<file path="config.mk">
export PLATFORM = sky130hd
export DESIGN_NAME = burst_feeder
export DESIGN_NICKNAME = d
export VERILOG_FILES = /design/src/rtl/burst_feeder.sv
export SDC_FILE = /design/constraint.sdc
export NUM_CORES = 1
export LEC_CHECK = 0
export ABC_AREA = 1
export BUFFER_PORTS_ARGS = -buffer_cell sky130_fd_sc_hd__buf_2
export CAP_MARGIN = 10
export CORE_MARGIN = 3
export CORE_UTILIZATION = 40
export CTS_CLUSTER_SIZE = 8
export DETAILED_ROUTE_END_ITERATION = 7
export PLACE_DENSITY = 0.66
export SLEW_MARGIN = 40
export SYNTH_ARGS = -nofsm -noshare
export SYNTH_HDL_FRONTEND = slang
export SYNTH_SLANG_ARGS = --single-unit
</file>
<file path="constraint.sdc">
create_clock -name clk -period 3 [get_ports clk]
set_clock_uncertainty 0.1 [all_clocks]
set_input_delay 0.15 -clock clk [delete_from_list [all_inputs] [get_ports clk]]
set_output_delay 0.15 -clock clk [all_outputs]
set_load 0.02 [all_outputs]
</file>
<file path="src/rtl/burst_feeder.sv">
// burst_feeder: buffers samples in a small FIFO, then streams the whole burst
// downstream one sample per cycle on request and waits for the downstream
// range stage to report completion, error or a timeout.
module burst_feeder #(
    parameter int WIDTH = 8,
    parameter int DEPTH = 8
) (
    input  logic                     clk,
    input  logic                     rst_n,
    input  logic                     wr_en,
    input  logic [WIDTH-1:0]         wr_data,
    input  logic                     start,
    input  logic                     clear,
    input  logic                     done_in,
    input  logic                     err_in,
    output logic [WIDTH-1:0]         data_out,
    output logic                     go_out,
    output logic                     busy,
    output logic [$clog2(DEPTH):0]   count,
    output logic                     full,
    output logic                     empty,
    output logic                     ovf,
    output logic                     err_out
);

    localparam int AW = $clog2(DEPTH);
    localparam int CW = AW + 1;
    localparam logic [AW-1:0] PTR_ONE      = AW'(1);
    localparam logic [CW-1:0] CNT_ONE      = CW'(1);
    localparam logic [CW-1:0] CNT_FULL     = CW'(DEPTH);
    localparam logic [7:0]    TIMEOUT_LAST = 8'd254;

    typedef enum logic [1:0] {
        IDLE   = 2'd0,
        STREAM = 2'd1,
        WAIT   = 2'd2
    } state_t;

    state_t             state_q, state_d;
    logic [AW-1:0]      wr_ptr_q, wr_ptr_d;
    logic [AW-1:0]      rd_ptr_q, rd_ptr_d;
    logic [CW-1:0]      count_q, count_d;
    logic [WIDTH-1:0]   data_out_q, data_out_d;
    logic               go_out_q, go_out_d;
    logic               ovf_q, ovf_d;
    logic               err_out_q, err_out_d;
    logic [7:0]         timeout_q, timeout_d;
    logic               mem_we_s;
    logic               wr_ok_s;
    logic               full_s;
    logic [WIDTH-1:0]   mem_q [DEPTH];

    assign full_s = (count_q == CNT_FULL);

    // Next-state, datapath and flag computation; clear overrides everything.
    always_comb begin
        state_d    = state_q;
        wr_ptr_d   = wr_ptr_q;
        rd_ptr_d   = rd_ptr_q;
        count_d    = count_q;
        data_out_d = data_out_q;
        go_out_d   = 1'b0;
        ovf_d      = ovf_q;
        err_out_d  = err_out_q;
        timeout_d  = timeout_q;
        mem_we_s   = 1'b0;
        wr_ok_s    = 1'b0;

        if (clear) begin
            state_d   = IDLE;
            wr_ptr_d  = '0;
            rd_ptr_d  = '0;
            count_d   = '0;
            go_out_d  = 1'b0;
            ovf_d     = 1'b0;
            err_out_d = 1'b0;
            timeout_d = 8'd0;
        end else begin
            case (state_q)
                IDLE: begin
                    wr_ok_s = wr_en && !full_s;
                    if (wr_en && full_s) begin
                        ovf_d = 1'b1;
                    end else begin
                        ovf_d = ovf_q;
                    end
                    if (wr_ok_s) begin
                        mem_we_s = 1'b1;
                        wr_ptr_d = wr_ptr_q + PTR_ONE;
                    end else begin
                        mem_we_s = 1'b0;
                    end
                    if (start && ((count_q != '0) || wr_ok_s)) begin
                        // First sample is presented on the same edge that
                        // samples start; an empty buffer forwards the write.
                        state_d  = STREAM;
                        go_out_d = 1'b1;
                        rd_ptr_d = rd_ptr_q + PTR_ONE;
                        count_d  = count_q + CW'(wr_ok_s) - CNT_ONE;
                        if (count_q == '0) begin
                            data_out_d = wr_data;
                        end else begin
                            data_out_d = mem_q[rd_ptr_q];
                        end
                    end else begin
                        count_d = count_q + CW'(wr_ok_s);
                    end
                end
                STREAM: begin
                    if (wr_en) begin
                        ovf_d = 1'b1;
                    end else begin
                        ovf_d = ovf_q;
                    end
                    if (count_q != '0) begin
                        go_out_d   = 1'b1;
                        data_out_d = mem_q[rd_ptr_q];
                        rd_ptr_d   = rd_ptr_q + PTR_ONE;
                        count_d    = count_q - CNT_ONE;
                    end else begin
                        // Burst exhausted: drop go, hold last sample.
                        go_out_d  = 1'b0;
                        state_d   = WAIT;
                        timeout_d = 8'd0;
                    end
                end
                WAIT: begin
                    if (wr_en) begin
                        ovf_d = 1'b1;
                    end else begin
                        ovf_d = ovf_q;
                    end
                    if (err_in) begin
                        err_out_d = 1'b1;
                        state_d   = IDLE;
                    end else if (done_in) begin
                        state_d = IDLE;
                    end else if (timeout_q == TIMEOUT_LAST) begin
                        err_out_d = 1'b1;
                        state_d   = IDLE;
                    end else begin
                        timeout_d = timeout_q + 8'd1;
                    end
                end
                default: begin
                    state_d  = IDLE;
                    go_out_d = 1'b0;
                end
            endcase
        end
    end

    // Control and output registers with asynchronous active-low reset.
    always_ff @(posedge clk or negedge rst_n) begin
        if (!rst_n) begin
            state_q    <= IDLE;
            wr_ptr_q   <= '0;
            rd_ptr_q   <= '0;
            count_q    <= '0;
            data_out_q <= '0;
            go_out_q   <= 1'b0;
            ovf_q      <= 1'b0;
            err_out_q  <= 1'b0;
            timeout_q  <= 8'd0;
        end else begin
            state_q    <= state_d;
            wr_ptr_q   <= wr_ptr_d;
            rd_ptr_q   <= rd_ptr_d;
            count_q    <= count_d;
            data_out_q <= data_out_d;
            go_out_q   <= go_out_d;
            ovf_q      <= ovf_d;
            err_out_q  <= err_out_d;
            timeout_q  <= timeout_d;
        end
    end

    // Sample storage; contents are don't-care until written, so no reset.
    always_ff @(posedge clk) begin
        if (mem_we_s) begin
            mem_q[wr_ptr_q] <= wr_data;
        end
    end

    assign data_out = data_out_q;
    assign go_out   = go_out_q;
    assign busy     = (state_q == STREAM) || (state_q == WAIT);
    assign count    = count_q;
    assign full     = full_s;
    assign empty    = (count_q == '0);
    assign ovf      = ovf_q;
    assign err_out  = err_out_q;

endmodule

</file>
==> results.md <==
Setup path:
- The biggest fanout along the worst timing path is 5.
- The critical path goes through inv_1 > ha_1 > nand3_1 > nand2_1 > inv_1 > ha_1 > ha_1 > inv_1 > ha_1 > inv_1 > nand2_1 > nand3_1 > nand2_1 > o21ai_0.
- The worst register-to-register path begins at count[1].
- The worst-case register-to-register setup slack is 0.44 ns.
- The destination of the critical timing path is count[1].
- The critical path startpoint is count[1].
- The worst setup path is captured at a register.
- The endpoint identified for the worst register-to-register timing path is count[1].
- The data arrival at the endpoint of the critical path is 2.67 ns.
- The worst setup path is of the reg -> reg kind.
- Measured in cells, the most critical reg-to-reg path has a length of 14.
- The required time reported for the critical path endpoint is roughly 3.1 ns.
- The kind of start point of the critical path is a register.
- The cell with the largest stage delay on the worst path is dfrtp_1.
- The largest single stage delay on the critical path is between 0.4 and 0.5 ns.

Pwr:
- The ratio of total power to cell area is just under 900 mW/mm^2.
- The cell leakage power is about 2.2 nW.
- The worst-case IR drop observed on VDD is 0.000664 V.
- Summing internal, switching and leakage power gives approximately 4.5 mW.

Run:
- The total of max-cap violations is 0.

CTS:
- The clock tree root buffer cell is clkbuf_16.
- The worst-case clock buffer depth is 2.
- TritonCTS built the clock tree.
- Clock tree synthesis inserted a total of 9 buffers.
- The post-cts gate resize count is 0.
- The insertion delay to the later sink of the worst-skew pair is between 0.3 and 0.4 ns.
- The clock transition at the registers of the reported paths is ~0.070 ns.
- The count of clock tree sinks is 95.
- The H-tree was split into 3 levels.

Logic synthesis:
- Among all flip-flop cells after synthesis, the most frequent one is edfxtp_1.
- Yosys mapped the design onto 31 distinct sky130hd cell types.
- Counting every net in the synthesized netlist gives ~510.
- The mapped netlist covers ~0.0046 sq mm.
- The synthesized design contains 95 register bits.
- The synthesized design contains 64 enable-type register cells.
- The top cell type by total area after synthesis is edfxtp_1.
- The top cell type's share of synthesized area is approximately two fifths.
- The warning count from the yosys run is 0.
- Yosys attributes the largest share of cell area to edfxtp_1 42%, dfrtp_1 17%, nand2_1 12%.
- The post-synthesis area per instance is 9.53 sq um.
- The fraction of registers with async set or reset after synthesis is about a third.
- Sequential cells were found to cover about three fifths of the synthesized design area.
- Counting every instance in the synthesized netlist gives ~480.

Floorplanning:
- The die covers about 0.013 sq mm.
- In this run the count of I/O pins placed on the die edge is 33.
- The die width is approximately 110 um.
- The row count is 38.
- The floorplan step set the die height to 113 um.
- The initial cell density of the core is ~42%.
- The floorplan step defined a core boundary enclosing roughly 0.011 sq mm.

Final layout:
- The layout has roughly 1000 filler cells.
- In the layout the commonest cells are 148 x nand2_1, 85 x nand3_1, 64 x edfxtp_1, 34 x nor2_1, 32 x buf_2.
- The number of antenna diodes in the final layout is 0.
- The synthesis-to-finish area growth is 12.7%.
- Of the cells placed in the final design, the portion with a size suffix greater than 1 is 13.5%.
- The commonest non-fill, non-tap cell in the layout is nand2_1.
- The number of standard cells in the final layout excluding fillers is 658.
- For this run, the post-layout net count is 540.

Min path:
- The worst min-delay path startpoint is done_in.
- The worst hold-check path type is in -> reg.

STA:
- The number of hold violations in the final report is 0.
- Setup repair after global routing left no endpoint under its margin.
- At the pin with the least slew margin, the transition time is slightly above 0.7 ns.
- Derived from the worst setup path, the maximum achievable clock frequency is 391 MHz.
- The final clock period utilization by the worst path is between 80% and 90%.
- The minimum period implied by the final worst setup slack is roughly 2.6 ns.
- The headroom to the max-slew limit is approximately 51%.
- Setup violations remaining at the end of the flow were counted as 0.
- The number of pins with negative max-slew slack in the final report is 0.
- The setup TNS is 0 ns.

Drt:
- The first detailed-routing pass took 5 iterations.
- The number of DRC markers after the initial detailed-route iteration is between 200 and 250.
- The via count normalized by instance count is between 5 and 6.
- In the final routed layout, each cell accounts on average for 15.4 um.
- Once detail routing completed, the nets flagged for antenna violations numbered 0.
- The final route contains 3393 vias.
- For this run, design rule violations remaining after detail routing come to 0.
- The total wire length is 10100 um.

Global route:
- For this run, the total global-route usage over all layers was measured as between 10% and 20%.
- The remaining global-route overflow is 0.
- The number of global-route vias before repair is 3276.
- The number of antenna violations at the first check in global routing came to 0.
- Entering global routing, the biggest net connects 36 pins.
- The first-pass GRT wire length is roughly 17000 um.

Placed design:
- The HPWL after detailed placement is 6910 um.
- Routability-driven placement finished with a final weighted congestion of 0.890.
- Once placement completed, the tool counted placed cells totaling 641.
- The total of buffers placed on input and output ports is 32.

Outcome:
- The flow ran to the end, and the final reports show no timing, DRC or antenna violations.
==> layer usage <==
metal,track usage [%],share of wire [%],vias to the layer above
met4,6.49,2.7,0
met3,4.71,5.6,19
li1,-,-,1672
met5,0,0,-
met2,26.7,47,83
met1,21.7,45,1619
==> cell usage after synthesis, types with 4 or more instances <==
library cell  instances
nand2_2               4
nor3_1                4
a21oi_1               6
edfxtp_1             64
clkbuf_1              5
dfrtp_1              31
nor2_1               34
nand2_4               4
buf_2                 6
nand2_1             148
inv_1                32
nand3_1              85
ha_1                 12
o21ai_0              12
==> power by group <==
part	internal [mW]	switching (mW)	total [mW]
Sequential	1.55	0.101	1.65
Combinational	0.520	1.19	1.71
Clock	0.658	0.513	1.17
Total	2.73	1.80	4.53
==> per-stage QoR <==
stage	area [sq um]	utilization [%]	hold slack, ns	setup slack (ns)
after detailed placement	4850	44.0	0.156	0.467
after floorplan	4580	-	-0.246	0.605
after CTS	5170	46.8	0.0000580	0.449
after global routing	5170	46.8	0.0331	0.185
after global placement	4850	44.0	0.150	0.592
final	5170	46.8	0.0100	0.444
==> critical path: cells and delay by family, from the launching register on <==
family	cells	cell delay, ns
AND/OR/NAND/NOR	5	0.43
flip-flops	1	0.43
AO/OA/AOI/OAI	1	0.08
adder cells (fa/ha/maj)	4	1.09
buffers and inverters	4	0.30
==> state kept, by name (all words and copies together), names as in the netlist <==
name,flops
mem_q,64
go_out,1
state_q,2
err_out,1
timeout_q,8
count,4
rd_ptr_q,3
wr_ptr_q,3
data_out,8
ovf,1
==> worst min path at each step <==
stage	end	slack [ns]	cells after the start
finish	err_out	0.01	4
global route	ovf	0.03	2
CTS	err_out	0.00006	4
detailed placement	timeout_q[6]	0.16	1
global placement	timeout_q[6]	0.15	1
floorplan	count[0]	-0.25	0
==> area by class of cell <==
class,instances,area [sq um],share of cell area [%]
clock buffer,9,225,4.36
clock inverter,7,80.1,1.55
inverter,38,155,3.00
multi-input combinational,332,1630,31.6
sequential,95,2700,52.2
tap,140,175,3.39
timing repair buffer,37,200,3.87
==> kinds of logic after synthesis <==
logic type | Yosys count | synth area share [%]
buf+inv | 54 | 5.51
xor+xnor | 5 | 0.955
compound gates | 26 | 3.30
simple gates | 289 | 28.1
fa+ha+maj | 12 | 3.28
flops | 95 | 58.8
==> what timing repair did <==
| item | in CTS | in global routing |
|---|---|---|
| buffers inserted | 0 | 0 |
| endpoints found under the hold margin | 31 | 0 |
| endpoints found under the setup margin | 0 | 0 |
| hold buffers | 1 | 0 |
Note: power is estimated with default switching activity, not from simulation.
